`src/rtl/lifo_stack_if.sv`:
```
// Handshake and status bundle for the LIFO stack controller.
// The master side (datapath controller or bench) drives requests; the slave
// side (the stack) returns readiness, popped data, occupancy and error flags.
interface lifo_stack_if #(
    parameter int WIDTH = 8,
    parameter int ADDR  = 4
);
    logic             push_valid;
    logic [WIDTH-1:0] push_data;
    logic             push_ready;
    logic             pop_valid;
    logic             pop_ready;
    logic [WIDTH-1:0] pop_data;
    logic             pop_dvalid;
    logic [ADDR:0]    count;
    logic             full;
    logic             empty;
    logic             ovf_err;
    logic             unf_err;
    logic             clr_err;

    modport master (
        output push_valid, push_data, pop_valid, clr_err,
        input  push_ready, pop_ready, pop_data, pop_dvalid,
        input  count, full, empty, ovf_err, unf_err
    );

    modport slave (
        input  push_valid, push_data, pop_valid, clr_err,
        output push_ready, pop_ready, pop_data, pop_dvalid,
        output count, full, empty, ovf_err, unf_err
    );
endinterface

```
`src/rtl/lifo_stack_ctrl.sv`:
```
// LIFO stack of 2**ADDR words with valid/ready push and pop, a registered pop
// data port, occupancy count, full/empty flags decoded from a three-state FSM,
// and sticky overflow/underflow error flags.
// A simultaneous push and pop on a non-empty stack replaces the top word.
module lifo_stack_ctrl #(
    parameter int WIDTH = 8,
    parameter int ADDR  = 4
) (
    input  logic        clk,
    input  logic        rst,
    lifo_stack_if.slave s_if
);
    localparam int            DEPTH      = 2 ** ADDR;
    localparam logic [ADDR:0] C_ONE      = (ADDR + 1)'(1);
    localparam logic [ADDR:0] C_DEPTH_M1 = (ADDR + 1)'(DEPTH - 1);

    typedef enum logic [1:0] {
        ST_EMPTY = 2'd0,
        ST_PART  = 2'd1,
        ST_FULL  = 2'd2
    } state_t;

    state_t           r_state;
    state_t           w_state_nxt;
    logic [ADDR:0]    r_count;
    logic [WIDTH-1:0] r_mem [DEPTH];
    logic [WIDTH-1:0] r_pop_data;
    logic             r_pop_dvalid;
    logic             r_ovf_err;
    logic             r_unf_err;

    logic             w_full;
    logic             w_empty;
    logic             w_push_ready;
    logic             w_pop_ready;
    logic             w_acc_push;
    logic             w_acc_pop;
    logic [ADDR-1:0]  w_top_idx;
    logic [ADDR-1:0]  w_wr_idx;

    // Flags come straight from the registered state, so they are glitch-free.
    assign w_full       = (r_state == ST_FULL);
    assign w_empty      = (r_state == ST_EMPTY);
    assign w_pop_ready  = !w_empty;
    // A push into a full stack is still taken when a pop frees the top slot.
    assign w_push_ready = !w_full || s_if.pop_valid;
    assign w_acc_push   = s_if.push_valid && w_push_ready;
    assign w_acc_pop    = s_if.pop_valid && w_pop_ready;

    // Top-of-stack slot; only meaningful when the stack is not empty.
    assign w_top_idx = ADDR'(r_count - C_ONE);
    // Push-and-pop overwrites the top; push alone writes the next free slot.
    assign w_wr_idx  = w_acc_pop ? w_top_idx : r_count[ADDR-1:0];

    // Next-state decode: only single-sided transfers change occupancy class.
    always_comb begin
        // NOTE: default first so every path assigns w_state_nxt and no latch is inferred.
        w_state_nxt = r_state;
        if (w_acc_push && !w_acc_pop) begin
            case (r_state)
                ST_EMPTY: w_state_nxt = (DEPTH == 1) ? ST_FULL : ST_PART;
                ST_PART:  if (r_count == C_DEPTH_M1) w_state_nxt = ST_FULL;
                default:  w_state_nxt = r_state;
            endcase
        end else if (w_acc_pop && !w_acc_push) begin
            case (r_state)
                ST_PART:  if (r_count == C_ONE) w_state_nxt = ST_EMPTY;
                ST_FULL:  w_state_nxt = (DEPTH == 1) ? ST_EMPTY : ST_PART;
                default:  w_state_nxt = r_state;
            endcase
        end
    end

    // State register and stack pointer.
    always_ff @(posedge clk) begin
        // NOTE: non-blocking assignments so every register samples pre-edge values.
        if (rst) begin
            r_state <= ST_EMPTY;
            r_count <= '0;
        end else begin
            r_state <= w_state_nxt;
            if (w_acc_push && !w_acc_pop) begin
                r_count <= r_count + C_ONE;
            end else if (w_acc_pop && !w_acc_push) begin
                r_count <= r_count - C_ONE;
            end
        end
    end

    // Storage array; contents are don't-care until written.
    always_ff @(posedge clk) begin
        // NOTE: memory has no reset so it maps onto plain RAM; only the write is gated by rst.
        if (!rst && w_acc_push) begin
            r_mem[w_wr_idx] <= s_if.push_data;
        end
    end

    // Registered pop port: reads the old top before a same-cycle overwrite lands.
    always_ff @(posedge clk) begin
        if (rst) begin
            r_pop_data   <= '0;
            r_pop_dvalid <= 1'b0;
        end else begin
            r_pop_dvalid <= w_acc_pop;
            if (w_acc_pop) begin
                r_pop_data <= r_mem[w_top_idx];
            end
        end
    end

    // Sticky error flags; a clear wins over a same-cycle set.
    always_ff @(posedge clk) begin
        if (rst || s_if.clr_err) begin
            r_ovf_err <= 1'b0;
            r_unf_err <= 1'b0;
        end else begin
            if (s_if.push_valid && !w_push_ready) r_ovf_err <= 1'b1;
            if (s_if.pop_valid && w_empty)        r_unf_err <= 1'b1;
        end
    end

    assign s_if.push_ready = w_push_ready;
    assign s_if.pop_ready  = w_pop_ready;
    assign s_if.pop_data   = r_pop_data;
    assign s_if.pop_dvalid = r_pop_dvalid;
    assign s_if.count      = r_count;
    assign s_if.full       = w_full;
    assign s_if.empty      = w_empty;
    assign s_if.ovf_err    = r_ovf_err;
    assign s_if.unf_err    = r_unf_err;
endmodule

```
`src/flat_wrapper.sv`:
```
// flat-port wrapper written by rule: the top's interface ports become plain ports
module lifo_stack_ctrl_flat 
#(
    parameter int WIDTH = 8,
    parameter int ADDR  = 4
)
  (clk, rst, s_if_push_valid, s_if_push_data, s_if_pop_valid, s_if_clr_err, s_if_push_ready, s_if_pop_ready, s_if_pop_data, s_if_pop_dvalid, s_if_count, s_if_full, s_if_empty, s_if_ovf_err, s_if_unf_err);
  lifo_stack_if #(.WIDTH(WIDTH), .ADDR(ADDR)) s_if_i ();
  input  logic clk;
  input  logic rst;
  input wire logic [$bits(s_if_i.push_valid)-1:0] s_if_push_valid;
  input wire logic [$bits(s_if_i.push_data)-1:0] s_if_push_data;
  input wire logic [$bits(s_if_i.pop_valid)-1:0] s_if_pop_valid;
  input wire logic [$bits(s_if_i.clr_err)-1:0] s_if_clr_err;
  output wire logic [$bits(s_if_i.push_ready)-1:0] s_if_push_ready;
  output wire logic [$bits(s_if_i.pop_ready)-1:0] s_if_pop_ready;
  output wire logic [$bits(s_if_i.pop_data)-1:0] s_if_pop_data;
  output wire logic [$bits(s_if_i.pop_dvalid)-1:0] s_if_pop_dvalid;
  output wire logic [$bits(s_if_i.count)-1:0] s_if_count;
  output wire logic [$bits(s_if_i.full)-1:0] s_if_full;
  output wire logic [$bits(s_if_i.empty)-1:0] s_if_empty;
  output wire logic [$bits(s_if_i.ovf_err)-1:0] s_if_ovf_err;
  output wire logic [$bits(s_if_i.unf_err)-1:0] s_if_unf_err;
  assign s_if_i.push_valid = s_if_push_valid;
  assign s_if_i.push_data = s_if_push_data;
  assign s_if_i.pop_valid = s_if_pop_valid;
  assign s_if_i.clr_err = s_if_clr_err;
  assign s_if_push_ready = s_if_i.push_ready;
  assign s_if_pop_ready = s_if_i.pop_ready;
  assign s_if_pop_data = s_if_i.pop_data;
  assign s_if_pop_dvalid = s_if_i.pop_dvalid;
  assign s_if_count = s_if_i.count;
  assign s_if_full = s_if_i.full;
  assign s_if_empty = s_if_i.empty;
  assign s_if_ovf_err = s_if_i.ovf_err;
  assign s_if_unf_err = s_if_i.unf_err;
  lifo_stack_ctrl #(.WIDTH(WIDTH), .ADDR(ADDR)) u_core (.clk(clk), .rst(rst), .s_if(s_if_i));
endmodule
```
`config.mk`:
```
export PLATFORM = sky130hd
export DESIGN_NAME = lifo_stack_ctrl_flat
export DESIGN_NICKNAME = d
export VERILOG_FILES = /design/src/rtl/lifo_stack_if.sv /design/src/rtl/lifo_stack_ctrl.sv /design/src/flat_wrapper.sv
export SDC_FILE = /design/constraint.sdc
export NUM_CORES = 1
export LEC_CHECK = 0
export ABC_AREA = 1
export CORE_MARGIN = 5
export CORE_UTILIZATION = 40
export CTS_CLUSTER_SIZE = 28
export DETAILED_ROUTE_END_ITERATION = 7
export SLEW_MARGIN = 20
export SYNTH_ARGS = -nofsm -noshare
export SYNTH_HDL_FRONTEND = slang
export SYNTH_SLANG_ARGS = --single-unit
```
`constraint.sdc`:
```
create_clock -name clk -period 7.55 [get_ports clk]
set_input_delay 1.51 -clock clk [delete_from_list [all_inputs] [get_ports clk]]
set_output_delay 1.51 -clock clk [all_outputs]
set_load 0.03 [all_outputs]
```
==> impl_metrics.toml <==
[run_status]
status = "finished, final reports clean"

[cts]
cts_tree = "done"
cts.sinks = 146
path_clk_slew_ns = 0.06
clk_latency_ns = 0.42
postCtsSetupBuffers = 0
clockBufferDepth = 2
root_buffer = "clkbuf_16"
ctsResizeCount = 0
cts_hold_buf = 0
cts_buffers = 17
h-tree-depth = 4

[global_routing]
grt_max_degree = 71
grt_antenna_before_repair = 0
grt_first_pass_wirelength_um = 22630
grt_pass1_vias = 4210
grt_overflow = 0
grt.total_usage = 0.1669

[timing]
grt_setup_unrepaired = "false"
setup_viol = 0
fin_crit_ns = 4.417
finalSetupTns_ns = 0
clock_skew_ns = 0.01258
drv_slew = 0
fin_crit_sh = 0.5850
max-slew-margin-rel = 0.4198
max_freq_mhz = 226.4
tightest_slew_ns = 0.8676
hold_violations = 0

[drt]
vias_per_cell = 5.058
wl_per_cell_um = 17.02
drc = 0
drtIter0Drc = 379
wl_um = 14420
drt-pass1-iter-count = 5
vias = 4284
ant_nets = 0

[cells_and_area]
drive_above_1_share = 0.08019
n_antenna_cell = 0
fillers = 1377
stdcell_count = 847
syn_to_final_growth_pct = 17.39
layout_common_cells = "edfxtp_1 (128), nand2_1 (103), nor2_1 (101)"
final_common_cell = "edfxtp_1"
fin_util = 0.4809
final_nets = 642

[synth]
ys_ff_latch = 146
synthAdderAreaFrac = 0.01201
avgSynthCellArea_um2 = 10.52
seq_area_frac_synth = 0.6725
yosys.area_share.simple = 0.1799
synth_top_family_by_area = "simple AND/OR/NAND/NOR gates"
synth_xor_area_frac = 0.007206
synth_area_mm2 = 0.006251
yosys_warnings = 0
synth_compound_area_frac = 0.07646
synth_cells = 594
syn-num-nets = 613
synthMuxAreaShare = 0
ys_types = 25

[pwr]
ir_worst_vdd_v = 0.0002043
p_leak_nw = 2.734
p_per_area_mw_per_mm2 = 396.3

[die]
core_area_mm2 = 0.01526
die_h_um = 135.0
core.rowCount = 45
fp.dieW_um = 135.0
initial_core_util = 0.4097
die-area_mm2 = 0.01823
io_pins = 33

[place]
dp_cells = 815
buffer_ports.inserted = 32
dp_hpwl_um = 9420
gp_congestion = 0.8836

[worst_setup_path]
end_kind = "flip-flop"
worstPathArrival_ns = 4.47
crit_required_ns = 7.61
critPathBufInv = 5
startpoint_type = "flip-flop"
crit_path_frequent_cell = "buf_4"
cp_slowest_cell = "nor2_1"
crit_family = "buffers and inverters"
worst-setup-path-type = "reg -> reg"
slowest_delay_ns = 0.64
cp_cell_sequence = "buf_4 -> clkinv_1 -> buf_4 -> ha_1 -> buf_4 -> clkinv_1 -> o21ai_0 -> nand3_1 -> nor2_1"
crit_path_max_fanout = 70

[run]
drv_cap = 0

[hold_path]
min_path_type = "reg -> reg"
-- cell usage after synthesis, drive strengths merged --
master	n	area, um2
nand2	109	424.2
nand4	3	18.77
o21ai	57	289.0
edfxtp	128	3844
inv	55	206.4
clkbuf	14	52.55
dfxtp	18	360.4
nand3	57	285.3
a21oi	19	106.4
xor2	2	36.29
ha	6	75.07
buf	11	61.31
o211ai	9	67.56
a221oi	1	15.01
xnor2	1	8.760
clkinv	1	3.750
nor2	102	390.4
or2	1	6.260
-- registers in the layout (all words and copies together) (netlist names) --
name and cells:
u_core.r_state 2, u_core.s_if.pop_dvalid 1, u_core.r_mem 128, u_core.s_if.count 5, u_core.s_if.ovf_err 1, u_core.s_if.pop_data 8
u_core.s_if.unf_err 1
-- area by class of cell --
type	instances	area (um2)	area share
clock inverters	14	163.9	0.02234
well taps	211	264.0	0.03598
flip-flops and latches	146	4205	0.5731
repair buffers	35	342.8	0.04672
inverters	56	210.2	0.02864
multi-input cells	367	1723	0.2348
clock buffers	18	429.2	0.05848
-- per-stage QoR --
step                setup slack (ns)  instance area (um2)  hold slack [ns]  total power, mW
global placement               3.202                 6745           0.4513            2.069
CTS                            3.097                 7338           0.4673            2.921
detailed placement             3.109                 6745           0.4580            2.085
floorplan                      4.265                 6251           0.4393            1.755
finish                         3.133                 7338           0.4630            2.908
global route                   2.689                 7338           0.5069            3.085
-- metal layers --
layer	wire length (um)	track usage
met5	0	0
met2	6748	0.2671
met1	6532	0.2219
met3	897	0.04769
met4	240	0.05151
-- worst min-delay path, stage by stage, from the launching register on --
cell	delay, ns
dfxtp_1	0.31
nand2_1	0.06
a21oi_1	0.05
-- cell families (layout without fill, tap and decap cells) --
group	Yosys count	in the layout
flops	146	146
compound gates	86	86
fa+ha+maj	6	6
buf+inv	81	123
simple gates	272	272
xor+xnor	3	3
-- worst paths after layout --
kind	start	endpoint	slack, ns	depth (start not counted)
worst min-delay path	u_core.r_state[0]	u_core.r_state[0]	0.46	2
worst max-delay path	u_core.s_if.count[0]	u_core.r_mem[13][2]	3.13	9
worst max register to register	u_core.s_if.count[0]	u_core.r_mem[13][2]	3.13	9
worst min register to register	u_core.r_state[0]	u_core.r_state[0]	0.46	2
-- power breakdown --
part           leakage [nW]  switching, mW  internal, mW
Clock                 0.286          0.317         0.517
Sequential             1.30         0.0329         0.952
Combinational          1.15          0.767         0.321
Total                  2.73           1.12          1.79
(Power assumes the default switching activity.)
